$ cat src/rtl/mul16_pkg.sv
// Shared widths and FSM state encoding for the sequential 16x16 multiplier.
package mul16_pkg;

  localparam int OP_W    = 16;
  localparam int BYTE_W  = 8;
  localparam int PROD_W  = 32;
  localparam int STATE_W = 3;

  typedef enum logic [STATE_W-1:0] {
    ST_IDLE = 3'd0,
    ST_LL   = 3'd1,
    ST_LH   = 3'd2,
    ST_HL   = 3'd3,
    ST_HH   = 3'd4,
    ST_DONE = 3'd5
  } state_t;

endpackage

$ cat src/rtl/wallace.sv
// 8x8 unsigned combinational multiplier: partial products reduced by a
// tree of 3:2 carry-save adders, finished with one carry-propagate add.
module wallace (
  input  logic [7:0]  a,
  input  logic [7:0]  b,
  output logic [15:0] p
);

  // Carry-save compressor: returns {carry, sum}; arithmetic is modulo 2^16,
  // which is exact because the full product always fits in 16 bits.
  function automatic logic [31:0] csa(input logic [15:0] x,
                                      input logic [15:0] y,
                                      input logic [15:0] z);
    logic [15:0] s;
    logic [15:0] c;
    s = x ^ y ^ z;
    c = ((x & y) | (x & z) | (y & z)) << 1;
    return {c, s};
  endfunction

  logic [15:0] pp_s [8];
  logic [31:0] c0_s, c1_s, c2_s, c3_s, c4_s, c5_s;

  // Partial-product generation
  always_comb begin
    for (int i = 0; i < 8; i++) begin
      pp_s[i] = {8'h00, a & {8{b[i]}}} << i;
    end
  end

  assign c0_s = csa(pp_s[0], pp_s[1], pp_s[2]);
  assign c1_s = csa(pp_s[3], pp_s[4], pp_s[5]);
  assign c2_s = csa(c0_s[15:0], c0_s[31:16], c1_s[15:0]);
  assign c3_s = csa(c1_s[31:16], pp_s[6], pp_s[7]);
  assign c4_s = csa(c2_s[15:0], c2_s[31:16], c3_s[15:0]);
  assign c5_s = csa(c4_s[15:0], c4_s[31:16], c3_s[31:16]);
  assign p    = c5_s[15:0] + c5_s[31:16];

endmodule

$ cat src/rtl/mul16_wallace_seq.sv
// Sequential 16x16 unsigned multiplier time-sharing one 8x8 wallace core.
// Optional MUL16_ZERO_SKIP_EN: zero operands bypass the compute states.
module mul16_wallace_seq
  import mul16_pkg::*;
#(
  parameter int CNT_W = 16
) (
  input  logic              clk,
  input  logic              rst,
  input  logic              in_valid,
  output logic              in_ready,
  input  logic [OP_W-1:0]   a,
  input  logic [OP_W-1:0]   b,
  output logic              out_valid,
  input  logic              out_ready,
  output logic [PROD_W-1:0] product,
  output logic              busy,
  output logic [CNT_W-1:0]  ops_done
);

  state_t              state_r, state_next_s;
  logic [OP_W-1:0]     a_r, b_r;
  logic [PROD_W-1:0]   acc_r, product_r;
  logic [PROD_W-1:0]   addend_s, acc_sum_s;
  logic [BYTE_W-1:0]   mul_a_s, mul_b_s;
  logic [2*BYTE_W-1:0] mul_p_s;
  logic [CNT_W-1:0]    ops_done_r;
  logic                accept_s, skip_s;

  assign in_ready  = (state_r == ST_IDLE);
  assign out_valid = (state_r == ST_DONE);
  assign busy      = (state_r != ST_IDLE);
  assign product   = product_r;
  assign ops_done  = ops_done_r;
  assign accept_s  = in_valid && (state_r == ST_IDLE);

`ifdef MUL16_ZERO_SKIP_EN
  assign skip_s = (a == {OP_W{1'b0}}) || (b == {OP_W{1'b0}});
`else
  assign skip_s = 1'b0;
`endif

  // Byte-select mux feeding the shared multiplier; idle inputs stay at zero
  always_comb begin
    mul_a_s = {BYTE_W{1'b0}};
    mul_b_s = {BYTE_W{1'b0}};
    case (state_r)
      ST_LL:   begin mul_a_s = a_r[7:0];  mul_b_s = b_r[7:0];  end
      ST_LH:   begin mul_a_s = a_r[7:0];  mul_b_s = b_r[15:8]; end
      ST_HL:   begin mul_a_s = a_r[15:8]; mul_b_s = b_r[7:0];  end
      ST_HH:   begin mul_a_s = a_r[15:8]; mul_b_s = b_r[15:8]; end
      default: begin mul_a_s = {BYTE_W{1'b0}}; mul_b_s = {BYTE_W{1'b0}}; end
    endcase
  end

  wallace u_wallace (
    .a (mul_a_s),
    .b (mul_b_s),
    .p (mul_p_s)
  );

  // Zero-extend the partial product, then align it to its byte weight
  always_comb begin
    addend_s = {PROD_W{1'b0}};
    case (state_r)
      ST_LL:        addend_s = {16'h0000, mul_p_s};
      ST_LH, ST_HL: addend_s = {8'h00, mul_p_s, 8'h00};
      ST_HH:        addend_s = {mul_p_s, 16'h0000};
      default:      addend_s = {PROD_W{1'b0}};
    endcase
  end

  assign acc_sum_s = acc_r + addend_s;

  // State register
  always_ff @(posedge clk or posedge rst) begin
    if (rst) begin
      state_r <= ST_IDLE;
    end else begin
      state_r <= state_next_s;
    end
  end

  // Next-state logic
  always_comb begin
    state_next_s = state_r;
    case (state_r)
      ST_IDLE: begin
        if (accept_s) begin
          state_next_s = skip_s ? ST_DONE : ST_LL;
        end else begin
          state_next_s = ST_IDLE;
        end
      end
      ST_LL:   state_next_s = ST_LH;
      ST_LH:   state_next_s = ST_HL;
      ST_HL:   state_next_s = ST_HH;
      ST_HH:   state_next_s = ST_DONE;
      ST_DONE: begin
        if (out_ready) begin
          state_next_s = ST_IDLE;
        end else begin
          state_next_s = ST_DONE;
        end
      end
      default: state_next_s = ST_IDLE;
    endcase
  end

  // Operand capture, accumulation, result hand-off and operation counting.
  // product_r is loaded only when a result completes, so it holds its value
  // while the accumulator is cleared and reused by the next operation.
  always_ff @(posedge clk or posedge rst) begin
    if (rst) begin
      a_r        <= {OP_W{1'b0}};
      b_r        <= {OP_W{1'b0}};
      acc_r      <= {PROD_W{1'b0}};
      product_r  <= {PROD_W{1'b0}};
      ops_done_r <= {CNT_W{1'b0}};
    end else begin
      case (state_r)
        ST_IDLE: begin
          if (accept_s) begin
            a_r   <= a;
            b_r   <= b;
            acc_r <= {PROD_W{1'b0}};
            if (skip_s) begin
              product_r <= {PROD_W{1'b0}};
            end
          end
        end
        ST_LL, ST_LH, ST_HL: begin
          acc_r <= acc_sum_s;
        end
        ST_HH: begin
          acc_r     <= acc_sum_s;
          product_r <= acc_sum_s;
        end
        ST_DONE: begin
          if (out_ready) begin
            ops_done_r <= ops_done_r + CNT_W'(1);
          end
        end
        default: begin
          acc_r <= acc_r;
        end
      endcase
    end
  end

endmodule

$ cat config.mk
export PLATFORM = sky130hd
export DESIGN_NAME = mul16_wallace_seq
export DESIGN_NICKNAME = d
export VERILOG_FILES = /design/src/rtl/mul16_pkg.sv /design/src/rtl/wallace.sv /design/src/rtl/mul16_wallace_seq.sv
export SDC_FILE = /design/constraint.sdc
export NUM_CORES = 1
export LEC_CHECK = 0
export CORE_UTILIZATION = 47
export CTS_CLUSTER_DIAMETER = 40
export CTS_CLUSTER_SIZE = 30
export DETAILED_ROUTE_END_ITERATION = 8
export HOLD_SLACK_MARGIN = 0.06
export PLACE_DENSITY = 0.77
export SLEW_MARGIN = 20
export SYNTH_ARGS = -nofsm -noshare
export SYNTH_HDL_FRONTEND = slang
export SYNTH_SLANG_ARGS = --single-unit
export TNS_END_PERCENT = 100
$ cat constraint.sdc
create_clock -name clk -period 10.7 [get_ports clk]
set_input_delay 1.605 -clock clk [delete_from_list [all_inputs] [get_ports clk]]
set_output_delay 1.605 -clock clk [all_outputs]
set_load 0.1 [all_outputs]
==> flow_summary.toml <==
[outcome]
status = "completed"

[floorplan]
core_um2 = 16760
fp-row-count = 47
die_y_um = 133.8
ios = 87
dieArea_um2 = 17900
die_width_um = 133.8
start_util_pct = 48.70

[setup_path]
criticalPathCategory = "flop to flop"
r2r_end = "acc_r[31]"
cp.required_ns = 11.02
critPathArrivalTime_ns = 8.91
path_common_cell = "fa_1"
path_delay_family = "adder cells"
crit_path_end_kind = "flop"
slowest_stage = "nor2b_1"
start_kind = "flop"
cpPeakStageDelay_ns = 0.68
r2r_start = "state_r[1]"
rrSetupSlack_ns = 2.11
r2r_cells = 28
crit_start = "state_r[1]"
worst-path-buf-inv = 1
crit_fanout = 13

[timing]
final_max_slew_viol_count = 0
finalSetupTns_ns = 0
final-hold-violation-count = 0
period_minus_slack_ns = 8.590
fmax_ghz = 0.1164
worstMarginPinSlew_ns = 1.059
setup_viol_count_final = 0
worst_clock_skew_ns = 0.008341
relSlewSlack_pct = 28.83
period_share_pct = 80.28
rsz0062_at_grt = "false"

[finish]
diodes = 0
synthToLayoutAreaGrowth_pct = 19.53
drive_gt1_share_pct = 8.142
nFillCells = 1459
final_cells = 1178
final_core_util_pct = 58.22
final_nets = 1078
fin_area_um2 = 9757

[global_route]
grtUsageMet1_pct = 30.06
grt_pass1_wl_mm = 31.53
use_met3_pct = 4.649
track_usage_pct = 22.27
grt_max_degree = 72
grtUsageMet2_pct = 35.75
antenna_found_initial = 0
grt_pass1_vias = 6420
grt-busiest-layer = "met2"
grt.overflow.total = 0

[clocking]
cts_setup_buffers = 0
cts.path.max_buffers = 2
hold_buffers = 0
clk_pin_slew_ns = 0.06
htree_levels = 4
post_cts_resize_count = 0
cts-root-buf = "clkbuf_16"
clock-sinks = 115
cts_buffers = 17
cts_tree = "yes"
clk_latency_ns = 0.43

[drt]
vias = 6491
drtIter0Drc = 474
wl_per_cell_um = 15.73
wirelength_mm = 18.53
first_pass_iters = 5
drc = 0
ant_nets = 0
viasPerCell = 5.510

[synth]
ys_top_cells_by_area = "dfrtp_1 35%, fa_1 9.8%, ha_1 8.7%"
synth_nets = 1002
syn_avg_cell_area_um2 = 9.393
yosysTopAreaCellShare_pct = 35.25
seq_area_frac_synth_pct = 35.25
yosys.area.top_type = "dfrtp_1"
synth_top_cells_by_count = "115 x dfrtp_1, 107 x nand2_1, 77 x nor2_1"
synth_edf_count = 0
synth_most_common_cell = "dfrtp_1"
ys_ff_latch = 115
synth_warnings = 0
postSynth.asyncResetShare_pct = 100.0
synth_cells = 869
synthDistinctLibCells = 55
synth_area_um2 = 8163
synth_ff_type = "dfrtp_1"

[place]
dp_hpwl_mm = 14.01
dp_cells = 1146
placed_area_um2 = 9194
port_buffers = 86
routabilityCongestion = 0.8962

[worst_hold_path]
hold_class = "flop to flop"
min_from = "product[1]"
hold_end = "product[1]"
hold_path_depth = 2

[job]
cap_violations = 0
routing by layer:
metal / wire length (µm) / up-vias
li1: - / 3146
met4: 349 / 0
met1: 8603 / 3141
met5: 0 / -
met2: 8810 / 175
met3: 763 / 29
cell usage in the layout, fill, tap and decap left out, drive strengths merged, types with 5 or more instances in the layout:
cell type	synthesis	layout
dfrtp	115	115
nand2	107	107
clkdlybuf4s50	0	86
o21ai	85	85
nor2	77	77
inv	60	63
ha	57	57
a21oi	42	42
fa	40	40
mux2	36	36
xnor2	31	31
xor2	23	23
a22o	20	20
clkbuf	17	17
a22oi	15	15
and2	14	14
a21o	14	14
nand4	13	13
o21bai	9	9
or2	9	9
nand2b	7	7
nand3	7	7
nor2b	6	6
and3	6	6
o22ai	6	6
clkinv	0	6
nor3	5	5
clkinvlp	0	5
state kept, by name (all words and copies together) (netlist names):
register / count
a_r: 16
acc_r: 32
b_r: 16
ops_done: 16
product: 32
state_r: 3
cells by family (layout without fill, tap and decap cells):
kind of cell	count (synthesis)	count (layout)	synth area share (%)
AO/OA/AOI/OAI	218	218	17.00
XOR/XNOR	54	54	5.794
adder cells (fa/ha/maj)	97	97	18.55
buffers and inverters	93	182	4.476
flip-flops	115	115	35.25
multiplexers	36	36	4.966
AND/OR/NAND/NOR	256	256	13.96
layout make-up:
cell class / count / area, µm² / area share (%)
inverter: 60 / 227.7 / 2.334
clock inverter: 15 / 135.1 / 1.385
sequential: 115 / 2878 / 29.49
clock buffer: 17 / 425.4 / 4.360
timing repair buffer: 90 / 890.9 / 9.131
multi-input combinational: 661 / 4925 / 50.47
tap: 220 / 275.3 / 2.821
worst register-to-register path, delay by kind of cell (launching register included):
family                     cells  cell delay, ns
and+or+nand+nor                6            2.23
DFF                            1            0.55
buffers and inverters          1            0.04
AOI/OAI and AO/OA             13            2.36
xor gates and xnor gates       2            0.49
adders and majority gates      6            2.79
worst max path at each step:
stage / endpoint / slack (ns) / depth (start not counted)
5_1_grt: acc_r[31] / 1.54 / 28
2_1_floorplan: acc_r[31] / 3.30 / 29
4_1_cts: acc_r[31] / 2.19 / 28
6_report: acc_r[31] / 2.11 / 28
3_3_place_gp: acc_r[31] / 2.51 / 28
3_5_place_dp: acc_r[31] / 2.23 / 28
through the flow:
stage / hold slack [ns] / setup WS [ns]
5_1_grt: 0.4998 / 1.543
3_3_place_gp: 0.4582 / 2.512
4_1_cts: 0.4766 / 2.186
2_1_floorplan: 0.4563 / 3.296
6_report: 0.4697 / 2.110
3_5_place_dp: 0.4631 / 2.233
Power is left out: the tool's default activity adds up to more than one toggle a clock period on the data nets, which glitch-free logic cannot reach.
